$ cat config.mk
export PLATFORM = sky130hd
export DESIGN_NAME = pipeline_front_regs
export DESIGN_NICKNAME = d
export VERILOG_FILES = /design/src/rtl/pipeline_front_regs.sv
export SDC_FILE = /design/constraint.sdc
export NUM_CORES = 1
export LEC_CHECK = 0
export CORE_AREA = 2 2 206 208
export CTS_CLUSTER_DIAMETER = 30
export DETAILED_ROUTE_END_ITERATION = 8
export DIE_AREA = 0 0 208 210
export SYNTH_ARGS = -nofsm -noshare
export SYNTH_HDL_FRONTEND = slang
export SYNTH_SLANG_ARGS = --single-unit
$ cat constraint.sdc
create_clock -name clk -period 5.4 [get_ports clk]
set_input_delay 0.54 -clock clk [delete_from_list [all_inputs] [get_ports clk]]
set_output_delay 0.54 -clock clk [all_outputs]
set_load 0.02 [all_outputs]
$ cat src/rtl/pipeline_front_regs.sv
// pipeline_front_regs
//   Front-end pipeline register bank of the 5-stage RV32I core: the PC
//   register, the IF/ID register and the ID/EX register, steered by the
//   hazard unit (StallF/StallD/FlushD/Flush_E) and the execute-stage redirect
//   (PCSrc_E/PCTarget_E). Tracks per-stage valid bits and keeps saturating
//   stall/flush event counters.
// Ports
//   clk, rst_n                 rising-edge clock, async active-low reset
//   StallF, StallD             hold PC / hold IF/ID
//   FlushD, Flush_E            bubble IF/ID / bubble ID/EX
//   PCSrc_E, PCTarget_E        fetch redirect and its target
//   Instr_F                    instruction fetched at PC_F
//   PC_F                       fetch address
//   Instr_D, PC_D, PCPlus4_D,  IF/ID contents
//   Valid_D
//   Ctrl_D, RD1_D, RD2_D,      decode-stage values captured into ID/EX
//   ImmExt_D
//   Ctrl_E, RD1_E, RD2_E,      ID/EX contents
//   ImmExt_E, PC_E, PCPlus4_E,
//   Rs1_E, Rs2_E, Rd_E, Valid_E
//   Stall_Cnt, Flush_Cnt       saturating event counters
// All outputs come straight from registers.
module pipeline_front_regs #(
  parameter int unsigned          XLEN     = 32,
  parameter int unsigned          CTRL_W   = 10,
  parameter logic [XLEN-1:0]      RESET_PC = '0,
  parameter logic [31:0]          NOP      = 32'h0000_0013,
  parameter int unsigned          PERF_W   = 16
) (
  input  logic              clk,
  input  logic              rst_n,
  input  logic              StallF,
  input  logic              StallD,
  input  logic              FlushD,
  input  logic              Flush_E,
  input  logic              PCSrc_E,
  input  logic [XLEN-1:0]   PCTarget_E,
  input  logic [31:0]       Instr_F,
  output logic [XLEN-1:0]   PC_F,
  output logic [31:0]       Instr_D,
  output logic [XLEN-1:0]   PC_D,
  output logic [XLEN-1:0]   PCPlus4_D,
  output logic              Valid_D,
  input  logic [CTRL_W-1:0] Ctrl_D,
  input  logic [XLEN-1:0]   RD1_D,
  input  logic [XLEN-1:0]   RD2_D,
  input  logic [XLEN-1:0]   ImmExt_D,
  output logic [CTRL_W-1:0] Ctrl_E,
  output logic [XLEN-1:0]   RD1_E,
  output logic [XLEN-1:0]   RD2_E,
  output logic [XLEN-1:0]   ImmExt_E,
  output logic [XLEN-1:0]   PC_E,
  output logic [XLEN-1:0]   PCPlus4_E,
  output logic [4:0]        Rs1_E,
  output logic [4:0]        Rs2_E,
  output logic [4:0]        Rd_E,
  output logic              Valid_E,
  output logic [PERF_W-1:0] Stall_Cnt,
  output logic [PERF_W-1:0] Flush_Cnt
);

  // Fetch stage
  logic [XLEN-1:0]   pc_q, pc_d;
  logic [XLEN-1:0]   pc_plus4;

  // IF/ID
  logic [31:0]       instr_d_q, instr_d_d;
  logic [XLEN-1:0]   pc_d_q, pc_d_d;
  logic [XLEN-1:0]   pcp4_d_q, pcp4_d_d;
  logic              valid_d_q, valid_d_d;

  // ID/EX
  logic [CTRL_W-1:0] ctrl_e_q, ctrl_e_d;
  logic [XLEN-1:0]   rd1_e_q, rd1_e_d;
  logic [XLEN-1:0]   rd2_e_q, rd2_e_d;
  logic [XLEN-1:0]   imm_e_q, imm_e_d;
  logic [XLEN-1:0]   pc_e_q, pc_e_d;
  logic [XLEN-1:0]   pcp4_e_q, pcp4_e_d;
  logic [4:0]        rs1_e_q, rs1_e_d;
  logic [4:0]        rs2_e_q, rs2_e_d;
  logic [4:0]        rd_e_q, rd_e_d;
  logic              valid_e_q, valid_e_d;

  // Counters
  logic [PERF_W-1:0] stall_cnt_q, stall_cnt_d;
  logic [PERF_W-1:0] flush_cnt_q, flush_cnt_d;

  assign pc_plus4 = pc_q + XLEN'(4);

  // PC: redirect beats stall; plain increment wraps naturally modulo 2^XLEN.
  always_comb begin
    pc_d = pc_q;
    if (PCSrc_E)      pc_d = PCTarget_E;
    else if (!StallF) pc_d = pc_plus4;
  end

  // IF/ID: flush beats stall.
  always_comb begin
    instr_d_d = instr_d_q;
    pc_d_d    = pc_d_q;
    pcp4_d_d  = pcp4_d_q;
    valid_d_d = valid_d_q;
    if (FlushD) begin
      instr_d_d = NOP;
      pc_d_d    = '0;
      pcp4_d_d  = '0;
      valid_d_d = 1'b0;
    end else if (!StallD) begin
      instr_d_d = Instr_F;
      pc_d_d    = pc_q;
      pcp4_d_d  = pc_plus4;
      valid_d_d = 1'b1;
    end
  end

  // ID/EX: never stalled; a flush inserts an all-zero bubble.
  always_comb begin
    ctrl_e_d  = Ctrl_D;
    rd1_e_d   = RD1_D;
    rd2_e_d   = RD2_D;
    imm_e_d   = ImmExt_D;
    pc_e_d    = pc_d_q;
    pcp4_e_d  = pcp4_d_q;
    rs1_e_d   = instr_d_q[19:15];
    rs2_e_d   = instr_d_q[24:20];
    rd_e_d    = instr_d_q[11:7];
    valid_e_d = valid_d_q;
    if (Flush_E) begin
      ctrl_e_d  = '0;
      rd1_e_d   = '0;
      rd2_e_d   = '0;
      imm_e_d   = '0;
      pc_e_d    = '0;
      pcp4_e_d  = '0;
      rs1_e_d   = '0;
      rs2_e_d   = '0;
      rd_e_d    = '0;
      valid_e_d = 1'b0;
    end
  end

  // Saturating counters; both flush sources share one count per cycle.
  always_comb begin
    stall_cnt_d = stall_cnt_q;
    flush_cnt_d = flush_cnt_q;
    if (StallD && (stall_cnt_q != '1))
      stall_cnt_d = stall_cnt_q + PERF_W'(1);
    if ((FlushD || Flush_E) && (flush_cnt_q != '1))
      flush_cnt_d = flush_cnt_q + PERF_W'(1);
  end

  always_ff @(posedge clk or negedge rst_n) begin
    if (!rst_n) begin
      pc_q        <= RESET_PC;
      instr_d_q   <= NOP;
      pc_d_q      <= '0;
      pcp4_d_q    <= '0;
      valid_d_q   <= 1'b0;
      ctrl_e_q    <= '0;
      rd1_e_q     <= '0;
      rd2_e_q     <= '0;
      imm_e_q     <= '0;
      pc_e_q      <= '0;
      pcp4_e_q    <= '0;
      rs1_e_q     <= '0;
      rs2_e_q     <= '0;
      rd_e_q      <= '0;
      valid_e_q   <= 1'b0;
      stall_cnt_q <= '0;
      flush_cnt_q <= '0;
    end else begin
      pc_q        <= pc_d;
      instr_d_q   <= instr_d_d;
      pc_d_q      <= pc_d_d;
      pcp4_d_q    <= pcp4_d_d;
      valid_d_q   <= valid_d_d;
      ctrl_e_q    <= ctrl_e_d;
      rd1_e_q     <= rd1_e_d;
      rd2_e_q     <= rd2_e_d;
      imm_e_q     <= imm_e_d;
      pc_e_q      <= pc_e_d;
      pcp4_e_q    <= pcp4_e_d;
      rs1_e_q     <= rs1_e_d;
      rs2_e_q     <= rs2_e_d;
      rd_e_q      <= rd_e_d;
      valid_e_q   <= valid_e_d;
      stall_cnt_q <= stall_cnt_d;
      flush_cnt_q <= flush_cnt_d;
    end
  end

  assign PC_F      = pc_q;
  assign Instr_D   = instr_d_q;
  assign PC_D      = pc_d_q;
  assign PCPlus4_D = pcp4_d_q;
  assign Valid_D   = valid_d_q;
  assign Ctrl_E    = ctrl_e_q;
  assign RD1_E     = rd1_e_q;
  assign RD2_E     = rd2_e_q;
  assign ImmExt_E  = imm_e_q;
  assign PC_E      = pc_e_q;
  assign PCPlus4_E = pcp4_e_q;
  assign Rs1_E     = rs1_e_q;
  assign Rs2_E     = rs2_e_q;
  assign Rd_E      = rd_e_q;
  assign Valid_E   = valid_e_q;
  assign Stall_Cnt = stall_cnt_q;
  assign Flush_Cnt = flush_cnt_q;

endmodule

==> summary.md <==
| Metric | Value |
|---|---|
| Synth area leaders | `dfrtp_1 (63%), nor2b_1 (8.4%), mux2i_1 (4.6%)` |
| PnR worst setup slack | `between 2 and 3 ns` |
| DR WL/cell | `around 20 um` |
| Leak Pwr | `between 9 and 10 nW` |
| Via Count | `10776` |
| CP arrival | `approximately 3.2 ns` |
| Post-synth top flop | `dfrtp_1` |
| DRT antenna net count | `0` |
| CTS root buffer | `clkbuf_16` |
| Placeable Area | `41500 um^2` |
| CTS Buf Count | `89` |
| Period minus WS final | `~2.7 ns` |
| Share of flip-flops with an asynchronous set or reset | `100%` |
| Max IR drop VDD | `around 0.29 mV` |
| Max-Cap Viols | `0` |
| Grt total ovfl | `0` |
| Largest net degree at the start of global routing | `around 130` |
| R2r endpoint | `PCPlus4_D[30]$_DFFE_PN0P_` |
| Post-CTS sizing | `0` |
| Crit end category | `flop` |
| Outcome | `finished with violations` |
| Area leader, netlist | `dfrtp_1` |
| Die X | `approximately 210 um` |
| Clk_skew | `~0.021 ns` |
| Cell Area, Synth | `between 10000 and 15000 um^2` |
| Uppermost layer routed | `met4` |
| Final setup TNS | `0 ns` |
| Worst R2R Setup Slack | `around 2.7 ns` |
| Synth Instances | `between 1000 and 1500` |
| GRT Overall Usage | `between 20% and 30%` |
| HPWL after DPL | `31.0 mm` |
| Layout cells sized above 1 | `9.58%` |
| DP Area | `approximately 19000 um^2` |
| Failing checks | `hold timing` |
| Hold_buf cts | `0` |
| Final setup violating endpoints | `0` |
| Reg2Reg Depth | `5` |
| Iteration-0 DRC Markers | `464` |
| Num ports | `between 500 and 600` |
| Peak Freq | `about 370 MHz` |
| DRT Wirelength | `roughly 45 mm` |
| Site row count | `75` |
| Die area | `43700 um^2` |
| Post-Syn Nets | `1329` |
| Crit-path max FO | `20` |
| Post-CTS Setup Inserts | `0` |
| Final-report hold violation count | `8` |
| Worst slack, placed | `~2.5 ns` |
| Synth cell types | `52` |
| Critical path startpoint category | `flop` |
| YS warnings | `0` |
| Met3 wire len | `around 3.6 mm` |
| Sink Count | `around 340` |
| Initial antenna violation count | `3` |
| DRC violations left | `0` |
| Post-Route Utilization | `a little over half` |
| Nets | `around 1900` |
| Port Buf Inserts | `between 500 and 600` |
| Slew Viols, Final | `0` |
| Clk slew on worst S/H paths | `approximately 0.040 ns` |
| Die span in y | `around 210 um` |
| P&R area growth vs syn | `65.2%` |
| Worst-Margin Slew | `around 1.0 ns` |
| Post-synth EDFFs | `0` |
| Power Density | `437 nW/um^2` |
| Synthesized flop and latch total | `roughly 340` |
| Sequential share of the synthesized area | `roughly 64%` |
| H-tree Lvls | `3` |
| Starting Density | `approximately a third` |
| Hold Path Class | `in2async` |
| WL met2 | `roughly 22 mm` |
| WP data required | `between 5 and 6 ns` |
| Reg2Reg Launch Point | `PC_F[2]$_DFFE_PN0N_` |
| Worst hold slack | `-0.0279 ns` |
| RSZ-0062 raised after global routing | `false` |
| Gpl congestion | `0.829` |
| Max-Slew Margin vs Limit | `about a third` |
| Met1 WL | `about 18 mm` |
| CTS tree | `done` |
| First-pass GRT wire length | `a little under 70 mm` |
| Pre-Repair DR Iteration Count | `4` |
| Number of vias per cell | `4.69` |
| Post-synth top area share | `between 60% and 70%` |
| Post-route cell area | `about 22000 um^2` |
| Vias in the first global route | `around 11000` |
| Worst-Skew Late Latency | `between 0.5 and 0.6 ns` |
| Final worst path period share | `between 40% and 50%` |
| Syn avg cell area | `roughly 12 um^2` |
| Maximum buffer depth of the clock tree | `3` |
| Critical path type | `reg2reg` |
==> cells in the mapped netlist (14+ instances only) <==
cell / n
dfrtp_1: 340
o21ai_0: 31
o31ai_1: 17
a21oi_1: 14
nand3_1: 15
a31oi_1: 16
or4_1: 25
inv_1: 17
mux2i_1: 62
nand2_1: 40
nor2_1: 123
clkbuf_1: 60
nor2b_1: 180
nand4_1: 16
xor2_1: 14
xnor2_1: 32
nor3_1: 17
==> where the power goes <==
| group | leakage [nW] | internal (mW) | switching, mW |
|---|---|---|---|
| Combinational | 3.60 | 0.619 | 0.651 |
| Clock | 1.52 | 3.92 | 1.56 |
| Sequential | 4.46 | 2.78 | 0.203 |
| Total | 9.58 | 7.31 | 2.42 |
==> worst max-delay path by stage <==
stage                        startpoint                        end  slack, ns  cells past startpoint
global placement                 StallF       PC_F[29]$_DFFE_PN0N_       2.47                      6
CTS                 PC_F[2]$_DFFE_PN0N_  PCPlus4_D[30]$_DFFE_PN0P_       2.72                      5
finish              PC_F[2]$_DFFE_PN0N_  PCPlus4_D[30]$_DFFE_PN0P_       2.72                      5
detailed placement               StallF       PC_F[29]$_DFFE_PN0N_       2.45                      6
floorplan           PC_F[2]$_DFFE_PN0N_  PCPlus4_D[30]$_DFFE_PN0P_       3.04                      6
global route        PC_F[2]$_DFFE_PN0N_  PCPlus4_D[28]$_DFFE_PN0P_       2.60                      5
==> routing by layer <==
layer  vias to the layer above  track usage [%]
met5                         -                0
met2                       415             33.8
met4                         0             7.31
li1                       5018                -
met1                      5270             23.9
met3                        73             7.67
==> through the flow <==
| step | std cells | hold WS (ns) | power, mW |
|---|---|---|---|
| finish | 2296 | -0.0279 | 9.73 |
| global route | 2295 | 0.0774 | 10.1 |
| CTS | 2293 | 0.0329 | 9.85 |
| detailed placement | 2134 | 0.492 | 4.30 |
| global placement | 2134 | 0.482 | 4.28 |
| floorplan | 1149 | 0.244 | 3.56 |
==> critical path, cell delays in order, from the launching register on <==
cell,delay [ns]
dfrtp_1,0.49
ha_1,0.30
nand3_2,0.22
or3_1,0.71
or4_1,0.60
a311oi_1,0.26
==> area by class of cell <==
type,instances,area [um^2]
Timing Repair Buffer,531,5320
Tap cell,539,674
Sequential cell,343,8590
Multi-Input combinational cell,703,4470
Clock buffer,123,2540
Clock inverter,36,608
Fill cell,3616,19200
Antenna cell,3,7.51
Inverter,18,67.6
==> state kept, by name (all words and copies together), names as in the netlist, 30 cells and up <==
name,cells
ImmExt_E,32
Instr_D,32
PCPlus4_E,32
PC_D,32
PC_F,32
RD1_E,32
RD2_E,32
PCPlus4_D,30
PC_E,30
==> placed cells by master (no fill, tap or decap), drive strengths merged, types with 14 or more instances in the layout <==
cell type | synthesis | layout
or4 | 25 | 25
xor2 | 14 | 14
a31oi | 16 | 16
nor3 | 17 | 17
inv | 17 | 21
mux2i | 62 | 62
a21oi | 14 | 14
bufinv | 0 | 14
nand4 | 17 | 17
nand3 | 17 | 17
xnor2 | 32 | 32
clkbuf | 64 | 123
o31ai | 17 | 17
clkdlybuf4s50 | 0 | 519
nor2b | 180 | 180
nand2 | 40 | 40
dfrtp | 340 | 340
nor2 | 123 | 123
o21ai | 31 | 31
==> cells by family (layout without fill, tap and decap cells) <==
logic type | Yosys count | after routing | share of synthesized area [%]
XOR/XNOR | 46 | 46 | 2.99
AND/OR/NAND/NOR | 464 | 464 | 18.7
buffers and inverters | 103 | 708 | 3.17
multiplexers | 66 | 66 | 4.94
flip-flops | 343 | 343 | 63.7
adder cells (fa/ha/maj) | 3 | 3 | 0.278
AO/OA/AOI/OAI | 124 | 124 | 6.22
other | 0 | 3 | 0
No activity file was read; power rests on OpenSTA's default activity.
